==> src/rtl/mult_div_sequencer.sv <==
// Multi-cycle signed multiply/divide engine feeding the HI/LO registers.
// Optional MULTU/DIVU support via `define MULT_DIV_UNSIGNED_EN (adds is_unsigned port).
//
// state | meaning
// IDLE  | waiting for start_mult / start_div
// MULT  | shift-add iterations on magnitudes
// DIV   | restoring-divide iterations on magnitudes
// DONE  | sign fix-up, result valid, HI/LO strobes
// EXC   | divide by zero, div_zero pulse
module mult_div_sequencer #(
    parameter int WIDTH = 32
) (
    input  logic             clock,
    input  logic             reset,
    input  logic             start_mult,
    input  logic             start_div,
`ifdef MULT_DIV_UNSIGNED_EN
    input  logic             is_unsigned,
`endif
    input  logic [WIDTH-1:0] op_a,
    input  logic [WIDTH-1:0] op_b,
    output logic [WIDTH-1:0] hi_out,
    output logic [WIDTH-1:0] lo_out,
    output logic             hi_load,
    output logic             lo_load,
    output logic             busy,
    output logic             done,
    output logic             div_zero
);

    localparam int CW = $clog2(WIDTH + 1);

    typedef enum logic [2:0] {
        IDLE = 3'd0,
        MULT = 3'd1,
        DIV  = 3'd2,
        DONE = 3'd3,
        EXC  = 3'd4
    } state_t;

    state_t state, state_nxt;

    logic [2*WIDTH-1:0] acc;
    logic [WIDTH-1:0]   b_reg;
    logic [CW-1:0]      cnt;
    logic               res_sign;
    logic               dvd_sign;
    logic               is_div;
    logic [WIDTH-1:0]   hi_reg;
    logic [WIDTH-1:0]   lo_reg;

    logic signed_op;
`ifdef MULT_DIV_UNSIGNED_EN
    assign signed_op = ~is_unsigned;
`else
    assign signed_op = 1'b1;
`endif

    // Magnitudes are formed in WIDTH+1 bits so that -2^(WIDTH-1) maps to 2^(WIDTH-1).
    logic [WIDTH:0]   ext_a, ext_b, neg_a, neg_b;
    logic [WIDTH-1:0] mag_a, mag_b;
    assign ext_a = {signed_op & op_a[WIDTH-1], op_a};
    assign ext_b = {signed_op & op_b[WIDTH-1], op_b};
    assign neg_a = -ext_a;
    assign neg_b = -ext_b;
    assign mag_a = ext_a[WIDTH] ? neg_a[WIDTH-1:0] : ext_a[WIDTH-1:0];
    assign mag_b = ext_b[WIDTH] ? neg_b[WIDTH-1:0] : ext_b[WIDTH-1:0];

    logic last_iter;
    assign last_iter = (cnt == CW'(WIDTH - 1));

    // acc = {partial product, remaining multiplier bits}
    logic [WIDTH:0]     mult_sum;
    logic [2*WIDTH-1:0] mult_nxt;
    assign mult_sum = {1'b0, acc[2*WIDTH-1:WIDTH]} + (acc[0] ? {1'b0, b_reg} : '0);
    assign mult_nxt = {mult_sum, acc[WIDTH-1:1]};

    // acc = {partial remainder, dividend bits shifting out / quotient bits shifting in}
    logic [WIDTH:0]     div_shift, div_diff;
    logic [2*WIDTH-1:0] div_nxt;
    assign div_shift = acc[2*WIDTH-1:WIDTH-1];
    assign div_diff  = div_shift - {1'b0, b_reg};
    assign div_nxt   = div_diff[WIDTH] ? {div_shift[WIDTH-1:0], acc[WIDTH-2:0], 1'b0}
                                       : {div_diff[WIDTH-1:0],  acc[WIDTH-2:0], 1'b1};

    logic [2*WIDTH-1:0] prod_fix;
    logic [WIDTH-1:0]   quo_fix, rem_fix, res_hi, res_lo;
    assign prod_fix = res_sign ? -acc : acc;
    assign quo_fix  = res_sign ? -acc[WIDTH-1:0] : acc[WIDTH-1:0];
    assign rem_fix  = dvd_sign ? -acc[2*WIDTH-1:WIDTH] : acc[2*WIDTH-1:WIDTH];
    assign res_hi   = is_div ? rem_fix : prod_fix[2*WIDTH-1:WIDTH];
    assign res_lo   = is_div ? quo_fix : prod_fix[WIDTH-1:0];

    always_ff @(posedge clock or posedge reset) begin
        if (reset) state <= IDLE;
        else       state <= state_nxt;
    end

    always_comb begin
        state_nxt = state;
        case (state)
            IDLE: begin
                if (start_mult)                    state_nxt = MULT;
                else if (start_div && op_b != '0)  state_nxt = DIV;
                else if (start_div)                state_nxt = EXC;
            end
            MULT:    if (last_iter) state_nxt = DONE;
            DIV:     if (last_iter) state_nxt = DONE;
            DONE:    state_nxt = IDLE;
            EXC:     state_nxt = IDLE;
            default: state_nxt = IDLE;
        endcase
    end

    always_comb begin
        busy     = (state != IDLE);
        done     = (state == DONE);
        hi_load  = (state == DONE);
        lo_load  = (state == DONE);
        div_zero = (state == EXC);
        hi_out   = (state == DONE) ? res_hi : hi_reg;
        lo_out   = (state == DONE) ? res_lo : lo_reg;
    end

    always_ff @(posedge clock or posedge reset) begin
        if (reset) begin
            acc      <= '0;
            b_reg    <= '0;
            cnt      <= '0;
            res_sign <= 1'b0;
            dvd_sign <= 1'b0;
            is_div   <= 1'b0;
            hi_reg   <= '0;
            lo_reg   <= '0;
        end else begin
            case (state)
                IDLE: begin
                    if (start_mult || start_div) begin
                        acc      <= {{WIDTH{1'b0}}, mag_a};
                        b_reg    <= mag_b;
                        cnt      <= '0;
                        res_sign <= ext_a[WIDTH] ^ ext_b[WIDTH];
                        dvd_sign <= ext_a[WIDTH];
                        is_div   <= ~start_mult;
                    end
                end
                MULT: begin
                    acc <= mult_nxt;
                    cnt <= cnt + 1'b1;
                end
                DIV: begin
                    acc <= div_nxt;
                    cnt <= cnt + 1'b1;
                end
                DONE: begin
                    hi_reg <= res_hi;
                    lo_reg <= res_lo;
                end
                default: ;
            endcase
        end
    end

endmodule

==> config.mk <==
export PLATFORM = sky130hd
export DESIGN_NAME = mult_div_sequencer
export DESIGN_NICKNAME = d
export VERILOG_FILES = /design/src/rtl/mult_div_sequencer.sv
export SDC_FILE = /design/constraint.sdc
export NUM_CORES = 1
export LEC_CHECK = 0
export ABC_AREA = 0
export CELL_PAD_IN_SITES_DETAIL_PLACEMENT = 1
export CELL_PAD_IN_SITES_GLOBAL_PLACEMENT = 2
export CORE_MARGIN = 8
export CORE_UTILIZATION = 39
export CTS_CLUSTER_DIAMETER = 100
export DETAILED_ROUTE_END_ITERATION = 8
export DONT_BUFFER_PORTS = 1
export GPL_ROUTABILITY_DRIVEN = 1
export PLACE_DENSITY = 0.8
export SYNTH_ARGS = -nofsm -noshare
export SYNTH_HDL_FRONTEND = slang
export SYNTH_SLANG_ARGS = --single-unit
==> constraint.sdc <==
create_clock -name clock -period 6.55 [get_ports clock]
set_clock_uncertainty 0.15 [all_clocks]
set_input_delay 0.655 -clock clock [delete_from_list [all_inputs] [get_ports clock]]
set_output_delay 0.655 -clock clock [all_outputs]
set_load 0.1 [all_outputs]
# Word level (Yosys, flattened, before mapping)

Index checks and enable logic that the tools add are counted.

Bits in registers: 172
Bits of input ports: 68
Output and inout bits: 69
Logic and storage cells: 59

Add/sub/neg operators: 8
Equality and inequality tests: 8
Mux-type cells: 20
Bitwise logic cells: 2
Reduce and logical (&&, ||, !) cells: 12

Operators by type and width:

| kind                                                                     | count |
|---|---|
| 32-bit two-way mux                                                       | 9 |
| 64-bit two-way mux                                                       | 3 |
| 64-bit case mux with 3 select lines                                      | 1 |
| 32-bit negator                                                           | 4 |
| 64-bit negator                                                           | 1 |
| 32-bit by 32-bit adder with 33-bit output                                | 1 |
| 33-bit by 32-bit subtractor with 33-bit output                           | 1 |
| 32-bit nonzero test                                                      | 1 |
| 3-bit two-way mux                                                        | 4 |
| 6-bit case mux with 2 select lines                                       | 1 |
| 2-bit AND reduction                                                      | 4 |
| 6-bit by 1-bit adder with 6-bit output (second input constant)           | 1 |
| 3-bit by 2-bit equality test with 1-bit output (second input constant)   | 2 |
| 6-bit by 5-bit equality test with 1-bit output (second input constant)   | 1 |
| 6-bit two-way mux                                                        | 1 |
| 3-bit case mux with 2 select lines                                       | 1 |
| 3-bit nonzero test                                                       | 2 |
| 4-bit inequality test (second input constant)                            | 1 |
| 3-bit by 1-bit equality test with 1-bit output (second input constant)   | 1 |
| 3-bit equality test (second input constant)                              | 1 |
| 3-bit logical NOT                                                        | 1 |
| 2-bit by 1-bit inequality test with 1-bit output (second input constant) | 1 |
| 2-bit inequality test (second input constant)                            | 1 |
| 2-bit nonzero test                                                       | 1 |
| 5 further kinds                                                          | 5 |

# Logic depth before layout (Yosys ltp)

Depth after elaboration: 5
Gate-level depth with buffers: 15
Mapped depth without buffers: 14

# Least setup slack after synthesis

OpenSTA, ideal clock, no wires.

Path type: reg-to-output
Start point: register acc[0]
End point: output port hi_out[16]
Data arrival time: 4.962 ns
Required time: 5.745 ns
Path slack: 0.783 ns
Stages on the path, launching flop included: 13
Path buffers: 2
Cell sequence: dfrtp_1 -> inv_1 -> buf_1 -> ha_1 -> nand3b_1 -> or3_1 -> nand2b_1 -> or3_1 -> o21ai_2 -> buf_2 -> o21ai_0 -> xnor2_1 -> o21ai_0

Cells in the longest elaborated chain, start to end: 4

RTL lines:

| what                     | line | source |
|---|---|---|
| start: declaration       | 43   | `logic [2*WIDTH-1:0] acc;` |
| start signal: assignment | 139  | `acc <= {{WIDTH{1'b0}}, mag_a};` |
| start signal: assignment | 148  | `acc <= mult_nxt;` |
| start signal: assignment | 152  | `acc <= div_nxt;` |
| 64-bit negator           | 88   | `assign prod_fix = res_sign ? -acc : acc;` |
| 64-bit two-way mux       | 88   |  |
| 32-bit two-way mux       | 91   | `assign res_hi = is_div ? rem_fix : prod_fix[2*WIDTH-1:WIDTH];` |
| 32-bit two-way mux       | --   |  |
| end: declaration         | 22   | `output logic [WIDTH-1:0] hi_out,` |

Every way passes these cells.

# Worst setup path in the final report

Start point: register acc[10]
End point: output port hi_out[27]

Same word-level chain as after synthesis.

==> run metrics <==
post-layout util 43.2%; number of global-route vias before repair 12361; fmax 185 MHz; Synth top area share 32.2%; CP Capture Type output pin; FFs w/ async S/R, synth 100%; drt pass-1 iters 8; Crit Reg-Reg Endpoint acc[50]; register bit count reported by yosys 172; routed vias/inst 5.86; Fin. Hold Viols 0; outcome finished clean; DRT Wirelength 44.4 mm; Core Area 34100 um^2; number of flip-flops in the largest register 64; Mapped Area 13400 um^2; Root Driver clkbuf_16; DP Wirelength 33.5 mm; max_slew headroom 22.2%; post-CTS setup repair buffer count 0; post_cts resized 0; first-pass GRT wire length 71.9 mm; post-synthesis cell count 1663; Syn Area/Cell 8.04 um^2; initial antenna violation count 0; number of DRC markers in iteration 0 850; hold buffers post-CTS 0; io pins 137; CTS tree built; via count 12206; unrepaired setup endpoints after global routing false; height of the chip 201 um; Largest Register acc; Worst-Margin Slew 1170 ps; worst skew pair latency 470 ps; Setup CP Type reg2out; CP startpoint kind flip-flop; crit path DAT 4610 ps; Placer Congestion 0.938; CTS Sinks 172; Reg2Reg Depth 12; Setup crit start acc[10]; Initial Utilization 39.2%; P&R area growth vs syn 10.2%; Seq/Total Area, Yosys 32.2%; setup slack on the worst flop-to-flop path 1890 ps; final non-filler cell total 2084; Die Wd 201 um; hold crit path type in2async; IO Port Bufs 0; H-Tree Depth 4; Post-Place Cells 2052; DRT antenna net count 0; setup violators final 0; max-slew violations 0; pin count of the biggest net entering global routing 79; Max Cap Viol 0; top cell type by total area after synthesis dfrtp_1; Post-Syn Nets 1802; Tcrit/Tclk final 82.7%; post-synth cell types 69; GRT Util Overall 21.9%; clk buf depth 2; Worst Path Max Fanout 8; DRC viols 0; clk slew on worst S/H paths 70 ps; Top FF cell, synth dfrtp_1; share of layout cells above drive strength 1 10.0%; CTS Buf Count 17; R2R Path Start acc[33]; final global-route overflow total 0; post-layout min period 5420 ps; Die ar. 40500 um^2; Worst Path Required 5740 ps; Synth area leaders dfrtp_1, o21ai_0, nand2_1, ha_1, xnor2_1; Final #Nets 1755; Post-synth EDFFs 0; ant diodes 0; num rows 68; Ys Warns 0; setup TNS 0 ps; Routed WL per cell 21.3 um
-- worst max-delay path by stage --
| stage | to | slack [ps] | depth (start not counted) |
|---|---|---|---|
| floorplan | hi_out[16] | 780 | 12 |
| global placement | hi_out[27] | 1680 | 8 |
| detailed placement | hi_out[27] | 1660 | 8 |
| CTS | hi_out[27] | 1130 | 8 |
| global route | hi_out[27] | 920 | 8 |
| finish | hi_out[27] | 1130 | 8 |
-- worst max-delay path, cell delays in order, from the launching register on --
cell and delay, ps:
dfrtp_1 480, or4_1 590, nor4_1 640, nand3_1 290, nor2_1 290, nand2_1 170, o41ai_1 640, xor2_1 170
o21ai_2 890
-- cell type report --
type / instances / area [um^2]
multi-input combinational: 1330 / 8720
tap: 455 / 569
timing repair buffer: 35 / 275
sequential: 172 / 4300
clock buffer: 18 / 439
clock inverter: 14 / 183
inverter: 60 / 230
fill: 4096 / 19400
-- metrics by stage --
stage          hold slack [ps]  cell area (um^2)  setup slack (ps)
6_report                  18.4             14700              1130
5_1_grt                   66.5             14700               917
4_1_cts                   46.3             14700              1130
3_5_place_dp               317             14100              1660
3_3_place_gp               302             14100              1680
2_1_floorplan              300             13400               783
-- cells in the mapped netlist (all sizes together), types with 13 or more instances --
library cell  instances
dfrtp               172
a222oi               25
or3                  25
xor2                 86
a21oi               101
xnor2                88
a31oi                16
o41ai                16
nor4                 14
nor3                 41
nand2b               19
or4                  15
nand2               234
a21o                 24
nor2                100
clkbuf               89
o21bai               14
a22oi                19
inv                  60
nand3                25
o31ai                32
ha                   69
o21ai               222
nor2b                13
-- cell usage in the layout (no fill, tap or decap), drive strengths merged, types with 5 or more instances in the layout --
cell / count
o31ai: 32
o211ai: 6
o21bai: 14
xor2: 86
a21o: 24
nand2: 234
and3: 9
nand4: 8
clkbuf: 18
a22o: 7
nor3: 41
dfrtp: 172
nand3: 25
nor2b: 13
a22oi: 19
ha: 69
clkinv: 5
and2: 5
nand2b: 19
buf: 35
nor2: 100
o41ai: 16
a222oi: 25
a21oi: 101
a221o: 5
inv: 65
nor4: 14
or4: 15
o21ai: 222
a31oi: 16
o21a: 9
a21boi: 5
xnor2: 88
or3: 25
a221oi: 11
o221ai: 9
or2: 9
mux2i: 5
a211oi: 9
-- per-layer routing --
layer,GRT usage [%],up-vias,wire length [um]
met5,0,-,0
met4,5.60,0,681
met3,4.05,40,2080
met2,32.9,220,19600
met1,31.8,5989,22100
li1,-,5957,-
-- cell families (layout without fill, tap and decap cells) --
family | Yosys count | after routing | share of synthesized area [%]
xor+xnor | 174 | 174 | 11.4
compound gates | 548 | 548 | 25.9
simple gates | 532 | 532 | 18.7
flops | 172 | 172 | 32.2
mux | 5 | 5 | 0.374
fa+ha+maj | 71 | 71 | 6.76
buf+inv | 161 | 127 | 4.66
Power is left out: the tool's default activity adds up to more than one toggle a clock period on the data nets, which glitch-free logic cannot reach.
